`config.mk`:
```
export PLATFORM = sky130hd
export DESIGN_NAME = cmem_port_arbiter
export DESIGN_NICKNAME = d
export VERILOG_FILES = /design/src/rtl/cmem_port_arbiter.sv
export SDC_FILE = /design/constraint.sdc
export NUM_CORES = 1
export LEC_CHECK = 0
export CELL_PAD_IN_SITES_DETAIL_PLACEMENT = 1
export CELL_PAD_IN_SITES_GLOBAL_PLACEMENT = 2
export CORE_MARGIN = 5
export CORE_UTILIZATION = 19
export CTS_CLUSTER_DIAMETER = 120
export DETAILED_ROUTE_END_ITERATION = 10
export GPL_ROUTABILITY_DRIVEN = 1
export GPL_TIMING_DRIVEN = 1
export PLACE_DENSITY_LB_ADDON = 0.15
export SYNTH_ARGS = -nofsm -noshare
export SYNTH_HDL_FRONTEND = slang
export SYNTH_SLANG_ARGS = --single-unit
```
`constraint.sdc`:
```
create_clock -name clk -period 3.1 [get_ports clk]
set_clock_uncertainty 0.2 [all_clocks]
set_input_delay 0.62 -clock clk [delete_from_list [all_inputs] [get_ports clk]]
set_output_delay 0.62 -clock clk [all_outputs]
set_load 0.05 [all_outputs]
```
`src/rtl/cmem_port_arbiter.sv`:
```
// cmem_port_arbiter
//   Shares the single layer-memory port between NREQ engines (conv write-back,
//   max-pool, flatten). Round-robin arbitration, one access per cycle, with an
//   optional lock so one engine can run an atomic sequence (e.g. the four reads
//   and one write of a 2x2 pool window). Read data is routed back to the
//   requester that issued the read.
//
// Ports
//   clk       rising-edge clock
//   reset     asynchronous, active-low reset
//   req       per-requester access request; command held stable until gnt
//   lock      per-requester: keep ownership after this access
//   we        per-requester: 1 = write, 0 = read
//   sel       per-requester csel,    slice i = [i*SW +: SW]
//   addr      per-requester address, slice i = [i*AW +: AW]
//   wdata     per-requester data,    slice i = [i*DW +: DW]
//   gnt       one-hot grant, combinational in the cycle of the winning req
//   rvalid    one-hot: rdata belongs to requester i this cycle
//   rdata     read data (cdata_rd, forced to 0 when no rvalid)
//   cwr / caddr_wr / cdata_wr    memory write strobe, address, data
//   crd / caddr_rd / cdata_rd    memory read strobe, address, returned data
//   csel      memory select
//   busy      access on the port or a read still in the return pipe
module cmem_port_arbiter #(
    parameter int NREQ   = 3,
    parameter int AW     = 12,
    parameter int DW     = 20,
    parameter int SW     = 3,
    parameter int RD_LAT = 1
) (
    input  logic                 clk,
    input  logic                 reset,
    input  logic [NREQ-1:0]      req,
    input  logic [NREQ-1:0]      lock,
    input  logic [NREQ-1:0]      we,
    input  logic [NREQ*SW-1:0]   sel,
    input  logic [NREQ*AW-1:0]   addr,
    input  logic [NREQ*DW-1:0]   wdata,
    output logic [NREQ-1:0]      gnt,
    output logic [NREQ-1:0]      rvalid,
    output logic [DW-1:0]        rdata,
    output logic                 cwr,
    output logic [AW-1:0]        caddr_wr,
    output logic [DW-1:0]        cdata_wr,
    output logic                 crd,
    output logic [AW-1:0]        caddr_rd,
    input  logic [DW-1:0]        cdata_rd,
    output logic [SW-1:0]        csel,
    output logic                 busy
);

    localparam int PW = (NREQ > 1) ? $clog2(NREQ) : 1;

    typedef enum logic {ST_ARB, ST_LOCK} state_t;

    state_t          state_q, state_d;
    logic [PW-1:0]   ptr_q, ptr_d;
    logic [PW-1:0]   owner_q, owner_d;

    logic            cwr_q, cwr_d;
    logic            crd_q, crd_d;
    logic [AW-1:0]   caddr_wr_q, caddr_wr_d;
    logic [AW-1:0]   caddr_rd_q, caddr_rd_d;
    logic [DW-1:0]   cdata_wr_q, cdata_wr_d;
    logic [SW-1:0]   csel_q, csel_d;

    // Entry 0 lines up with crd; entry RD_LAT lines up with the returned data.
    logic [RD_LAT:0][NREQ-1:0] rd_pipe_q, rd_pipe_d;

    logic            rr_found;
    logic [PW-1:0]   rr_idx;
    logic            win_vld;
    logic [PW-1:0]   win_idx;
    logic [NREQ-1:0] gnt_raw;
    logic [NREQ-1:0] rd_issue;

    function automatic logic [PW-1:0] wrap_inc(input logic [PW-1:0] i);
        return (i == PW'(NREQ - 1)) ? '0 : i + 1'b1;
    endfunction

    // Round-robin search: first requester at or after ptr, wrapping.
    always_comb begin
        int            cand;
        logic [PW-1:0] cidx;
        rr_found = 1'b0;
        rr_idx   = '0;
        cand     = 0;
        cidx     = '0;
        for (int k = 0; k < NREQ; k++) begin
            cand = int'(ptr_q) + k;
            if (cand >= NREQ) cand = cand - NREQ;
            cidx = PW'(cand);
            if (!rr_found && req[cidx]) begin
                rr_found = 1'b1;
                rr_idx   = cidx;
            end
        end
    end

    // Ownership FSM and winner selection.
    always_comb begin
        state_d = state_q;
        ptr_d   = ptr_q;
        owner_d = owner_q;
        win_vld = 1'b0;
        win_idx = rr_idx;
        case (state_q)
            ST_ARB: begin
                if (rr_found) begin
                    win_vld = 1'b1;
                    ptr_d   = wrap_inc(rr_idx);
                    if (lock[rr_idx]) begin
                        state_d = ST_LOCK;
                        owner_d = rr_idx;
                    end
                end
            end
            ST_LOCK: begin
                // ptr already points past the owner since the locking grant.
                win_idx = owner_q;
                if (req[owner_q]) begin
                    win_vld = 1'b1;
                    if (!lock[owner_q]) begin
                        state_d = ST_ARB;
                        ptr_d   = wrap_inc(owner_q);
                    end
                end else begin
                    state_d = ST_ARB;
                    ptr_d   = wrap_inc(owner_q);
                end
            end
            default: state_d = ST_ARB;
        endcase
    end

    assign gnt_raw = win_vld ? (NREQ'(1) << win_idx) : '0;

    // Command issue: captured at the edge closing the grant cycle.
    always_comb begin
        cwr_d      = win_vld & we[win_idx];
        crd_d      = win_vld & ~we[win_idx];
        caddr_wr_d = caddr_wr_q;
        caddr_rd_d = caddr_rd_q;
        cdata_wr_d = cdata_wr_q;
        csel_d     = csel_q;
        if (cwr_d) begin
            caddr_wr_d = addr[win_idx*AW +: AW];
            cdata_wr_d = wdata[win_idx*DW +: DW];
        end
        if (crd_d) caddr_rd_d = addr[win_idx*AW +: AW];
        if (win_vld) csel_d = sel[win_idx*SW +: SW];
        rd_issue  = crd_d ? gnt_raw : '0;
        rd_pipe_d = {rd_pipe_q[RD_LAT-1:0], rd_issue};
    end

    always_ff @(posedge clk or negedge reset) begin
        if (!reset) begin
            state_q    <= ST_ARB;
            ptr_q      <= '0;
            owner_q    <= '0;
            cwr_q      <= 1'b0;
            crd_q      <= 1'b0;
            caddr_wr_q <= '0;
            caddr_rd_q <= '0;
            cdata_wr_q <= '0;
            csel_q     <= '0;
            rd_pipe_q  <= '0;
        end else begin
            state_q    <= state_d;
            ptr_q      <= ptr_d;
            owner_q    <= owner_d;
            cwr_q      <= cwr_d;
            crd_q      <= crd_d;
            caddr_wr_q <= caddr_wr_d;
            caddr_rd_q <= caddr_rd_d;
            cdata_wr_q <= cdata_wr_d;
            csel_q     <= csel_d;
            rd_pipe_q  <= rd_pipe_d;
        end
    end

    // gnt is combinational from req, so it is masked while reset is held.
    assign gnt      = reset ? gnt_raw : '0;
    assign rvalid   = rd_pipe_q[RD_LAT];
    assign rdata    = (|rvalid) ? cdata_rd : '0;
    assign cwr      = cwr_q;
    assign crd      = crd_q;
    assign caddr_wr = caddr_wr_q;
    assign caddr_rd = caddr_rd_q;
    assign cdata_wr = cdata_wr_q;
    assign csel     = csel_q;
    assign busy     = cwr_q | crd_q | (|rd_pipe_q[RD_LAT:1]);

endmodule

```
==> metrics.txt, run 1 <==
post-synth cell types=44; antenna viol nets, final=0; CP startpoint kind=register; XOR/XNOR Fraction of Synth Area=0%; Final Util=39.7%; GRT overflow=0; clock sinks=60; Yosys reg bits=60; final period utilization=103%; ys async rst share=100%; residual DRC count=0; syn_area_per_cell=10.1 sq um; crit path kind=register to output pin; Worst-path clk slew=0.06 ns; P&R area growth vs syn=105%; # setup viols final=4; pin count of the biggest net entering global routing=54; vias in the first global route=4,542; synthesized cell area=3480 sq um; failing checks=setup timing; Slew headroom=52.6%; Compound-Gate Fraction of Synth Area=31.0%; DRT iter0 DRCs=between 200 and 250; Yosys warning total=0; Worst EP required=approximately 2.3 ns; CTS Buf Count=9; main combinational cell family by area after synthesis=compound AO/OA/AOI/OAI gates; Initial Utilization=between 10% and 20%; RSZ-0062 raised after global routing=yes; Routed WL per cell=about 21 um; CP endpoint kind=output pin; DP Worst Slack=-0.366 ns; CP delay by family, top=buffers and inverters; Port Buffers=around 210; Critical Path Fanout Max=3; routed vias=4,054; GRT Total Usage=15.3%; Clock Latency Late Sink=0.33 ns; CP Cell Sequence=buf_4, ha_1, nand3b_1, buf_4, o21ai_2, o21a_1, o21ai_4, and3_4, buf_12; Synth Area in Simple Gates=11.3%; share of post-route cells with drive strength above 1=29.0%; post-synthesis sequential area ratio=between 40% and 50%; routability cong.=0.816; Total Neg Setup Slack=-0.285 ns; DR pass1 iterations=9; post-synthesis adder-cell area fraction=1.44%; crit path buf inv count=3; Slowest-stage cell, CP=dfrtp_1; post-synthesis mux area share=under 10%; ANT cells=0; DR vias/cell=4.89; root buffer selected by CTS=clkbuf_16; Longest Clk Path Bufs=2; Most common cell on crit path=buf_4; Mapped Nets=485; reg2reg start=ptr_q[1]$_DFFE_PN0P_; H-tree depth=3; outcome=complete, but fails checks; Routed WL=17,100 um; Fin. Hold Viols=0; max-cap viol count=0; Die ar.=21,100 sq um; start point of the critical path=ptr_q[1]$_DFFE_PN0P_; slowest stage delay, CP=around 0.43 ns; Slew Viols, Final=0; chip height=145 um; antenna violations before repair=0; Peak Freq=approximately 0.31 GHz; Post-synth EDFFs=0; Synth Instances=345; TritonCTS clock tree=built; main flop type after synthesis=dfrtp_1; HP Start=rd_pipe_d[3]$_DFF_PN0_; worst hold path class=register to register; non-filler cells, final=829; top-level I/O count=212; Placement Rows=49; Die X=145 um; minimum clock period=about 3.2 ns; detailed placement HPWL=about 12,000 um; Tightest Pin Transition=0.711 ns; Nets=736; PnR worst setup slack=-0.105 ns; Core Area=18,000 sq um; Critical Path AT=around 2.4 ns; first-pass GRT wire length=26,000 um; placed cells=787
final cells by class:
class | instances | area [sq um]
flip-flops and latches | 60 | 1500
clock buffers | 13 | 250
inverters | 19 | 71.3
fillers | 1963 | 10900
clock inverters | 2 | 35.0
repair buffers | 278 | 2730
multi-input cells | 228 | 2280
well taps | 229 | 287
timing repair:
action                                  in CTS  in global routing
endpoints found under the setup margin      34                 45
hold endpoints to repair                     7                  0
pin swaps                                   11                 27
hold buffers                                 1                  0
cloned                                       0                  4
resized for setup                           18                 60
buffers inserted                            12                 10
state kept, by name, indices dropped and copies added (netlist names):
name       cells
caddr_rd      12
caddr_wr      12
cdata_wr      20
crd            1
csel           3
cwr            1
owner_q        2
ptr_q          2
rd_pipe_d      3
rvalid         3
state_q        1
per-stage QoR:
step,cell area [sq um],hold WS (ns)
global placement,6100,0.133
CTS,6550,0.152
global route,7150,0.158
finish,7150,0.149
floorplan,3500,0.124
detailed placement,6100,0.137
layer usage:
metal | routed length [um] | track usage [%] | up-vias
met3 | 1090 | 5.08 | 14
met5 | 0 | 0 | -
met2 | 8440 | 26.2 | 149
met4 | 225 | 3.68 | 0
li1 | - | - | 1891
met1 | 7360 | 18.7 | 2000
cells in the mapped netlist, types with 2 or more instances:
cell,n,area [sq um]
a21o_1,2,15.0
a21oi_1,7,35.0
a221oi_1,35,307
a222oi_1,32,320
a31oi_1,32,200
and2_1,5,31.3
and3_1,4,25.0
buf_2,4,20.0
buf_6,4,45.0
clkbuf_1,30,113
dfrtp_1,60,1500
ha_1,4,50.1
inv_1,18,67.6
mux2i_1,17,170
nand2_1,12,45.0
nand2b_1,5,31.3
nand3b_1,3,22.5
nor2_1,13,48.8
nor2b_1,23,144
nor4_1,2,12.5
o21a_1,3,22.5
o21ai_0,5,25.0
o21ai_2,4,35.0
cells in the final DEF, fill, tap and decap left out, drive strengths merged, types with 2 or more instances in the layout:
master and instances:
clkdlybuf4s50 184, buf 87, dfrtp 60, a221oi 35, a222oi 32, a31oi 32
nor2b 23, inv 19, mux2i 18, clkbuf 16, nor2 13, nand2 12
o21ai 10, a21oi 7, and2 5, nand2b 5, and3 4, ha 4
o21a 3, nand3b 3, dlygate4sd2 3, nor4 2, mux2 2, a21o 2
o211ai 2
worst paths after layout:
check                                           to  slack (ns)  depth (start not counted)
min reg2reg                    rvalid[0]$_DFF_PN0_        0.15                          0
min in group asynchronous  caddr_wr[6]$_DFFE_PN0P_        0.35                          2
max reg2reg                caddr_rd[0]$_DFFE_PN0P_           0                         11
min                            rvalid[0]$_DFF_PN0_        0.15                          0
max                                         gnt[0]       -0.10                          9
max in group asynchronous   owner_q[1]$_DFFE_PN0P_        1.74                          2
worst register-to-register path: stages (launching register included):
cell and delay, ns:
dfrtp_1 0.43, buf_4 0.16, ha_1 0.21, nand3b_1 0.28, buf_4 0.21, o21ai_2 0.14
o21ai_2 0.11, buf_4 0.15, a221o_4 0.49, a211oi_4 0.23, buf_12 0.21, mux2i_1 0.20
logic make-up (layout without fill, tap and decap cells):
| logic type | count (synthesis) | in the layout |
|---|---|---|
| adders and majority gates | 4 | 4 |
| AOI/OAI and AO/OA | 132 | 132 |
| buffers and inverters | 57 | 312 |
| DFF | 60 | 60 |
| muxes | 20 | 20 |
| and+or+nand+nor | 72 | 72 |
Power of run 1 is not shown: default switching activity piles up to over one toggle a cycle in this logic, so the estimate is an artifact.
==> inputs of run 2 (changes only) <==
- CTS_CLUSTER_SIZE: not set -> 20
- GPL_TIMING_DRIVEN: 1 -> not set
==> results of run 2 <==
Same layout as run 1: the final DEF is identical, and so are final timing and power.
Power of run 2 is left out for the same reason.
